## config.mk

```make
export PLATFORM = sky130hd
export DESIGN_NAME = des_round_ctrl_flat
export DESIGN_NICKNAME = d
export VERILOG_FILES = /design/src/rtl/des_round_ctrl_pkg.sv /design/src/rtl/des_round_ctrl_if.sv /design/src/rtl/des_round_ctrl_shift_sched.sv /design/src/rtl/des_round_ctrl.sv /design/src/flat_wrapper.sv
export SDC_FILE = /design/constraint.sdc
export NUM_CORES = 1
export LEC_CHECK = 0
export CELL_PAD_IN_SITES_DETAIL_PLACEMENT = 1
export CELL_PAD_IN_SITES_GLOBAL_PLACEMENT = 2
export CORE_ASPECT_RATIO = 0.8
export CORE_UTILIZATION = 25
export DETAILED_ROUTE_END_ITERATION = 6
export GPL_ROUTABILITY_DRIVEN = 0
export PLACE_DENSITY = 0.69
export SLEW_MARGIN = 20
export SYNTH_ARGS = -nofsm -noshare
export SYNTH_HDL_FRONTEND = slang
export SYNTH_SLANG_ARGS = --single-unit
```

## constraint.sdc

```tcl
create_clock -name clk -period 3.5 [get_ports clk]
set_input_delay 0.525 -clock clk [delete_from_list [all_inputs] [get_ports clk]]
set_output_delay 0.525 -clock clk [all_outputs]
set_load 0.01 [all_outputs]
```

## src/rtl/des_round_ctrl_pkg.sv

```systemverilog
// Shared types and the DES key-schedule rotate tables for the round controller.
package des_round_ctrl_pkg;

  typedef enum logic [1:0] {IDLE, ROUND, DONE} state_e;
  typedef enum logic {DES_ENC = 1'b0, DES_DEC = 1'b1} des_mode_e;

  localparam int DES_ROUNDS = 16;

  // Left-rotate amount applied before each encrypt round; entry 0 is round 0.
  localparam logic [0:15][1:0] ENC_SHIFT = {
    2'd1, 2'd1, 2'd2, 2'd2, 2'd2, 2'd2, 2'd2, 2'd2,
    2'd1, 2'd2, 2'd2, 2'd2, 2'd2, 2'd2, 2'd2, 2'd1
  };

  function automatic logic [1:0] enc_shift(input logic [3:0] idx);
    return ENC_SHIFT[idx];
  endfunction

  // Decrypt walks the encrypt schedule backwards; round 0 uses C16D16 unrotated.
  function automatic logic [1:0] dec_shift(input logic [3:0] idx);
    logic [3:0] j;
    j = 4'(5'd16 - {1'b0, idx});
    return (idx == 4'd0) ? 2'd0 : ENC_SHIFT[j];
  endfunction

endpackage

```

## src/rtl/des_round_ctrl_if.sv

```systemverilog
// Request/response handshake plus datapath control strobes for the DES round controller.
interface des_round_ctrl_if #(
  parameter int CNT_W = 4
) ();
  logic             in_valid;
  logic             in_mode;
  logic             in_ready;
  logic             out_valid;
  logic             out_ready;
  logic             ld_blk;
  logic             ld_key;
  logic             rnd_en;
  logic [CNT_W-1:0] rnd_idx;
  logic [1:0]       rot_amt;
  logic             rot_dir;
  logic             last_rnd;
  logic             busy;

  modport master (
    output in_valid, in_mode, out_ready,
    input  in_ready, out_valid, ld_blk, ld_key, rnd_en, rnd_idx,
           rot_amt, rot_dir, last_rnd, busy
  );

  modport slave (
    input  in_valid, in_mode, out_ready,
    output in_ready, out_valid, ld_blk, ld_key, rnd_en, rnd_idx,
           rot_amt, rot_dir, last_rnd, busy
  );
endinterface

```

## src/rtl/des_round_ctrl_shift_sched.sv

```systemverilog
// Key-schedule rotate decode: (round index, mode) -> C/D rotate amount and direction.
module des_shift_sched
  import des_round_ctrl_pkg::*;
#(
  parameter int CNT_W = 4
) (
  input  logic [CNT_W-1:0] rnd_idx,
  input  des_mode_e        mode,
  output logic [1:0]       rot_amt,
  output logic             rot_dir
);

  logic [3:0] idx4;

  assign idx4    = 4'(rnd_idx);
  assign rot_amt = (mode == DES_DEC) ? dec_shift(idx4) : enc_shift(idx4);
  assign rot_dir = (mode == DES_DEC);

endmodule

```

## src/rtl/des_round_ctrl.sv

```systemverilog
// Sequencer for the one-round-per-clock DES datapath: load, 16 rounds, hold result.
module des_round_ctrl
  import des_round_ctrl_pkg::*;
#(
  parameter int NUM_ROUNDS = DES_ROUNDS,
  parameter int CNT_W      = 4
) (
  input  logic             clk,
  input  logic             rst,
  des_round_ctrl_if.slave  bus
);

  state_e           state_q, state_d;
  logic [CNT_W-1:0] idx_q;
  des_mode_e        mode_q;
  logic             accept;
  logic             last;
  logic [1:0]       sched_amt;

  assign last   = (state_q == ROUND) && (idx_q == CNT_W'(NUM_ROUNDS - 1));
  // DONE forwards out_ready so a waiting request is taken with no bubble.
  assign bus.in_ready = !rst && ((state_q == IDLE) || ((state_q == DONE) && bus.out_ready));
  assign accept = bus.in_valid && bus.in_ready;

  always_comb begin
    state_d = state_q;
    case (state_q)
      IDLE:    if (accept) state_d = ROUND;
      ROUND:   if (last) state_d = DONE;
      DONE: begin
        if (accept)             state_d = ROUND;
        else if (bus.out_ready) state_d = IDLE;
      end
      default: state_d = IDLE;
    endcase
  end

  always_ff @(posedge clk or posedge rst) begin
    if (rst) begin
      state_q <= IDLE;
      idx_q   <= '0;
      mode_q  <= DES_ENC;
    end else begin
      state_q <= state_d;
      if (accept) begin
        idx_q  <= '0;
        mode_q <= des_mode_e'(bus.in_mode);
      end else if ((state_q == ROUND) && !last) begin
        idx_q <= idx_q + CNT_W'(1);
      end
    end
  end

  des_shift_sched #(.CNT_W(CNT_W)) u_sched (
    .rnd_idx (idx_q),
    .mode    (mode_q),
    .rot_amt (sched_amt),
    .rot_dir (bus.rot_dir)
  );

  assign bus.ld_blk    = accept;
  assign bus.ld_key    = accept;
  assign bus.rnd_en    = (state_q == ROUND);
  assign bus.rnd_idx   = idx_q;
  assign bus.rot_amt   = (state_q == ROUND) ? sched_amt : 2'd0;
  assign bus.last_rnd  = last;
  assign bus.out_valid = (state_q == DONE);
  assign bus.busy      = (state_q != IDLE);

endmodule

```

## src/flat_wrapper.sv

```systemverilog
// flat-port wrapper written by rule: the top's interface ports become plain ports
module des_round_ctrl_flat import des_round_ctrl_pkg::*;
#(
  parameter int NUM_ROUNDS = DES_ROUNDS,
  parameter int CNT_W      = 4
)
  (clk, rst, bus_in_valid, bus_in_mode, bus_out_ready, bus_in_ready, bus_out_valid, bus_ld_blk, bus_ld_key, bus_rnd_en, bus_rnd_idx, bus_rot_amt, bus_rot_dir, bus_last_rnd, bus_busy);
  des_round_ctrl_if #(.CNT_W(CNT_W)) bus_i ();
  input  logic clk;
  input  logic rst;
  input wire logic [$bits(bus_i.in_valid)-1:0] bus_in_valid;
  input wire logic [$bits(bus_i.in_mode)-1:0] bus_in_mode;
  input wire logic [$bits(bus_i.out_ready)-1:0] bus_out_ready;
  output wire logic [$bits(bus_i.in_ready)-1:0] bus_in_ready;
  output wire logic [$bits(bus_i.out_valid)-1:0] bus_out_valid;
  output wire logic [$bits(bus_i.ld_blk)-1:0] bus_ld_blk;
  output wire logic [$bits(bus_i.ld_key)-1:0] bus_ld_key;
  output wire logic [$bits(bus_i.rnd_en)-1:0] bus_rnd_en;
  output wire logic [$bits(bus_i.rnd_idx)-1:0] bus_rnd_idx;
  output wire logic [$bits(bus_i.rot_amt)-1:0] bus_rot_amt;
  output wire logic [$bits(bus_i.rot_dir)-1:0] bus_rot_dir;
  output wire logic [$bits(bus_i.last_rnd)-1:0] bus_last_rnd;
  output wire logic [$bits(bus_i.busy)-1:0] bus_busy;
  assign bus_i.in_valid = bus_in_valid;
  assign bus_i.in_mode = bus_in_mode;
  assign bus_i.out_ready = bus_out_ready;
  assign bus_in_ready = bus_i.in_ready;
  assign bus_out_valid = bus_i.out_valid;
  assign bus_ld_blk = bus_i.ld_blk;
  assign bus_ld_key = bus_i.ld_key;
  assign bus_rnd_en = bus_i.rnd_en;
  assign bus_rnd_idx = bus_i.rnd_idx;
  assign bus_rot_amt = bus_i.rot_amt;
  assign bus_rot_dir = bus_i.rot_dir;
  assign bus_last_rnd = bus_i.last_rnd;
  assign bus_busy = bus_i.busy;
  des_round_ctrl #(.NUM_ROUNDS(NUM_ROUNDS), .CNT_W(CNT_W)) u_core (.clk(clk), .rst(rst), .bus(bus_i));
endmodule
```

**Yosys cells after proc, flatten, opt, wreduce, memory -nomap -nowiden**

Memory sizes are Yosys's and may differ from the RTL's.
Cells that the tools add are included.

- RAM bits: 0
- Bits in latches: 0
- Input bits: 5
- Bits in registers: 7
- Memories kept: 2
- ROM bits: 64
- Word-level logic and storage cells: 44

Memory list:

| memory | words | bits a word | read ports | clocked after Yosys merged registers in | write ports | line | RTL |
|---|---|---|---|---|---|---|---|
| (name not given) | 16 | 2 | 1 | 0 | 0 | des_round_ctrl_pkg.sv:16 | `return ENC_SHIFT[idx];` |
| (name not given) | 16 | 2 | 1 | 0 | 0 | des_round_ctrl_pkg.sv:23 | `return (idx == 4'd0) ? 2'd0 : ENC_SHIFT[j];` |

- Shift-type cells: 0
- Div/mod/pow operators: 0
- Reduce and logical (&&, ||, !) cells: 13
- Multiplexer cells: 14
- Magnitude comparators: 2
- Bitwise gates (word level): 2
- Add/sub/neg operators: 2
- Equality and inequality tests: 6
- Multiply operators: 0

Operators by type and width:

| kind | number |
|---|---|
| $mux W2 | 11 |
| $ge A5 B5 Y1 const B | 2 |
| $not A4 Y5 | 2 |
| $mux W4 | 2 |
| $pmux W2 S3 | 1 |
| $logic_and A1 B1 Y1 | 5 |
| $add A4 B1 Y4 const B | 1 |
| $eq A4 B4 Y1 const B | 1 |
| $logic_not A4 Y1 | 1 |
| $reduce_bool A2 Y1 | 2 |
| $sub A1 B4 Y4 const A | 1 |
| $ne A3 B2 Y1 const B | 1 |
| $reduce_and A3 Y1 | 1 |
| $eq A2 B1 Y1 const B | 1 |
| $eq A2 B2 Y1 const B | 1 |
| $logic_not A1 Y1 | 2 |
| $logic_not A2 Y1 | 1 |
| $ne A2 B1 Y1 const B | 1 |
| $ne A2 B2 Y1 const B | 1 |
| $logic_or A1 B1 Y1 | 1 |

**Logic depth before layout (Yosys ltp)**

- Depth after elaboration: 8
- Depth in mapped cells: 7
- Mapped depth without buffers: 6

**Hierarchy**

A second synthesis with hierarchy kept.

- Cell total of the unflattened synthesis: 71
- Area total of the unflattened synthesis: 665.6 um2

By module, submodules not included:

| module | cells each | area each (um2) | instances |
|---|---|---|---|
| des_round_ctrl | 40 | 410.4 | 1 |
| des_shift_sched | 31 | 255.2 | 1 |

**Worst setup path after synthesis**

No wires, ideal clock.

- Path kind: register to output
- Start point: reg u_core.idx_q[0], in the netlist u_core.bus.rnd_idx[0]
- End point: out bus_rot_amt[0]
- Cell stages (with the launch flop): 8
- Setup slack: 1224 ps
- Required time: 2975 ps
- Arrival time: 1751 ps
- Path through: dfrtp_1 inv_1 ha_1 buf_6 xor2_2 mux2_4 o31ai_2 nand3_1

- Word-level cells in the longest chain between the ends: 8
- Elaborated cells between the ends (all ways): 13
- Classes of those cells: add/sub: 1; mux: 7; bitwise: 2; reduce/logical: 1; memory: 2

RTL lines:

| item | line | RTL |
|---|---|---|
| from (decl) | des_round_ctrl.sv:14 | `logic [CNT_W-1:0] idx_q;` |
| from (signal assigned) | des_round_ctrl.sv:49 | `idx_q <= idx_q + CNT_W'(1);` |
| $sub A1 B4 Y4 | des_round_ctrl_pkg.sv:22 | `j = 4'(5'd16 - {1'b0, idx});` |
| $not A4 Y5 (implied by the code) | des_round_ctrl_pkg.sv:23 |  |
| $mem_v2 Z16 W2 | - |  |
| $mux W2 (implied by the code) (2 in series) | des_round_ctrl_pkg.sv:23 |  |
| $mux W2 | des_round_ctrl_pkg.sv:23 |  |
| $mux W2 * | des_round_ctrl_shift_sched.sv:16 | `assign rot_amt = (mode == DES_DEC) ? dec_shift(idx4) : enc_shift(idx4);` |
| $mux W2 * | des_round_ctrl.sv:65 | `assign bus.rot_amt = (state_q == ROUND) ? sched_amt : 2'd0;` |
| to (decl) | flat_wrapper.sv:20 | `output wire logic [$bits(bus_i.rot_amt)-1:0] bus_rot_amt;` |

Mark *: on every way between the ends. The rest lies on a longest branch, timed or not. The select of a mux whose other input is x is not followed.

**Worst setup path in the final report**

- Start point: reg u_core.idx_q[0], in the netlist u_core.bus.rnd_idx[0]
- End point: out bus_rot_amt[1]

The elaborated chain is that of the path after synthesis.

==> results.toml <==
[power]
p_leak_nw = 0.3848
p_total_mw = 0.8614
peakVddDrop_mv = 0.3511
p_per_area_nw_per_um2 = 961.5

[global_routing]
antenna_found_initial = 0
grt_pass1_vias = 710
track_usage_pct = 14.81
grt_overflow = 0
grt_max_degree = 15
grt_first_pass_wirelength_mm = 3.229

[setup_path]
cp_slowest_cell = "clkdlybuf4s50_1"
arrival_ns = 2.65
r2r_end = "u_core.mode_q$_DFFE_PP0N_"
regToRegStartpoint = "u_core.state_q[1]$_DFFE_PP0P_"
crit_required_ns = 2.97
cp-startpoint = "u_core.bus.rnd_idx[0]$_DFFE_PP0P_"
start_kind = "flip-flop"
crit_family = "buffers and inverters"
ff2ff_path_depth = 4
slowest_delay_ns = 0.59
crit_path_end_kind = "output port"
reg2reg_slack_ns = 2.04
path_cells = "inv_1, ha_1, nor2b_1, o21bai_1, a21o_1, a311oi_2, clkdlybuf4s50_1"
worstPathMaxFanout = 9
crit_buf_inv = 2
path_class = "flip-flop to output port"

[clocking]
cts_tree = "built"
numClockSinks = 7
clk_latency_ns = 0.25
post_cts_buffers = 0
clkSlewWorstSetupHoldPaths_ns = 0.05
cts-resized-gates = 0
ctsHtreeMaxLevel = 1
clockBufferDepth = 2
hold_buffers = 0
root_buffer = "clkbuf_4"
cts_inserted_buffers = 3

[yosys]
ys_seq_area_share_pct = 25.69
synth_cells = 75
synth_top_area_share_pct = 25.69
synth.avg_cell_area_um2 = 9.092
synth_edf_count = 0
synthArstFlopShare_pct = 100.0
synth_area_leaders = "dfrtp_1 26%, ha_1 9.2%, mux2_4 4.4%, nand3_1 3.7%, buf_6 3.3%"
ys_warn_count = 0
synthTopCellsByCount = "7 x dfrtp_1, 6 x inv_1, 5 x ha_1, 5 x nand3_1"
ys_ff_latch = 7
synth_flop_cell = "dfrtp_1"
synth_nets = 85
synthesis.area_um2 = 681.9
yosysMostFrequentCell = "dfrtp_1"
yosysTopAreaCell = "dfrtp_1"
ys_types = 35

[die]
core_um2 = 2522
rows = 16
dieArea_um2 = 2942
io_pins = 19
die_y_um = 48.72
start_util_pct = 27.03
fp.dieW_um = 60.39

[hold_path]
hp-class = "primary input to async pin"

[final_layout]
nFillCells = 317
drive_gt1_share_pct = 12.90
diodes = 0
area_delta_synth_final_pct = 31.38
fin_nets = 104

[sta]
period_share_pct = 90.65
whs_ns = 0.5589
max_freq_ghz = 0.3152
layout_min_cycle_time_ns = 3.173
rsz0062_at_grt = "false"
tns_ns = 0
finalHoldViolCount = 0
setup_viol = 0
finalMaxSlewViolations = 0
tightest_slew_ns = 0.4300
clock_skew_ns = 0.003068
max_slew_margin_pct = 71.33

[place]
dp_hpwl_mm = 1.424
port_buffers = 18

[run]
cap_viol_max_count = 0

[routing]
wl_per_cell_um = 13.97
vias_per_cell = 4.775
drt-total-wl_mm = 1.802
final_antenna_net_count = 0
drtPass1Iterations = 4
drc_errors = 0
num_vias = 616
drt_iter0_drc = 18

[status]
status = "completed"
## kinds of logic after synthesis
family | Yosys count | synth area share (%)
simple gates | 31 | 26.24
fa+ha+maj | 5 | 9.174
buf+inv | 11 | 9.908
flops | 7 | 25.69
mux | 3 | 6.055
compound gates | 15 | 17.98
xor+xnor | 3 | 4.955
## metal layers
layer	share of wire (%)	track usage, %	up-vias
met5	0	0	-
met4	0.67	3.488	0
met3	3.4	5.882	2
met2	43	21.79	13
met1	53	20.03	302
li1	-	-	299
## worst max path at each step
stage / endpoint / slack [ns] / cells past startpoint
floorplan: bus_rot_amt[0] / 1.22 / 7
global placement: bus_rot_amt[1] / 0.68 / 7
detailed placement: bus_rot_amt[1] / 0.59 / 7
CTS: bus_rot_amt[1] / 0.30 / 7
global route: bus_rot_amt[1] / 0.15 / 7
finish: bus_rot_amt[1] / 0.33 / 7
## layout by cell type, fill, tap and decap left out, types with 2 or more instances in the layout
master	n
clkdlybuf4s50_1	18
dfrtp_1	7
inv_1	6
nand3_1	5
ha_1	5
nor2_1	4
nand2_1	4
a21oi_1	4
nand2b_1	3
nor3b_1	3
clkbuf_4	3
nor2b_1	2
a21o_1	2
and3_1	2
mux2_4	2
nor4bb_1	2
nor3_1	2
## through the flow
step	instances	utilization, %	area, µm²	setup WS (ns)
final	129	35.52	895.9	0.3271
after global routing	129	35.52	895.9	0.1486
after CTS	129	35.52	895.9	0.3021
after detailed placement	125	34.47	869.6	0.5912
after global placement	125	34.47	869.6	0.6752
after floorplan	75	-	681.9	1.224
## flip-flops by register name, indices dropped and copies added, names as in the netlist
name	count
u_core.bus.rnd_idx	4
u_core.state_q	2
u_core.mode_q	1
## area by class of cell
type                    instances  area (µm²)  share of cell area (%)
repair buffers                 19       187.7                   20.95
flip-flops and latches          7       175.2                   19.55
inverters                       6       22.52                   2.514
well taps                      36       45.04                   5.028
multi-input cells              57       439.2                   49.02
clock buffers                   4       26.28                   2.933
## power by group
group	leakage [nW]	total [mW]	switching, mW	internal (mW)
Clock	0.0150	0.0747	0.0311	0.0436
Sequential	0.0857	0.201	0.0846	0.116
Combinational	0.284	0.586	0.281	0.305
Note: power is estimated with default switching activity, not from simulation.
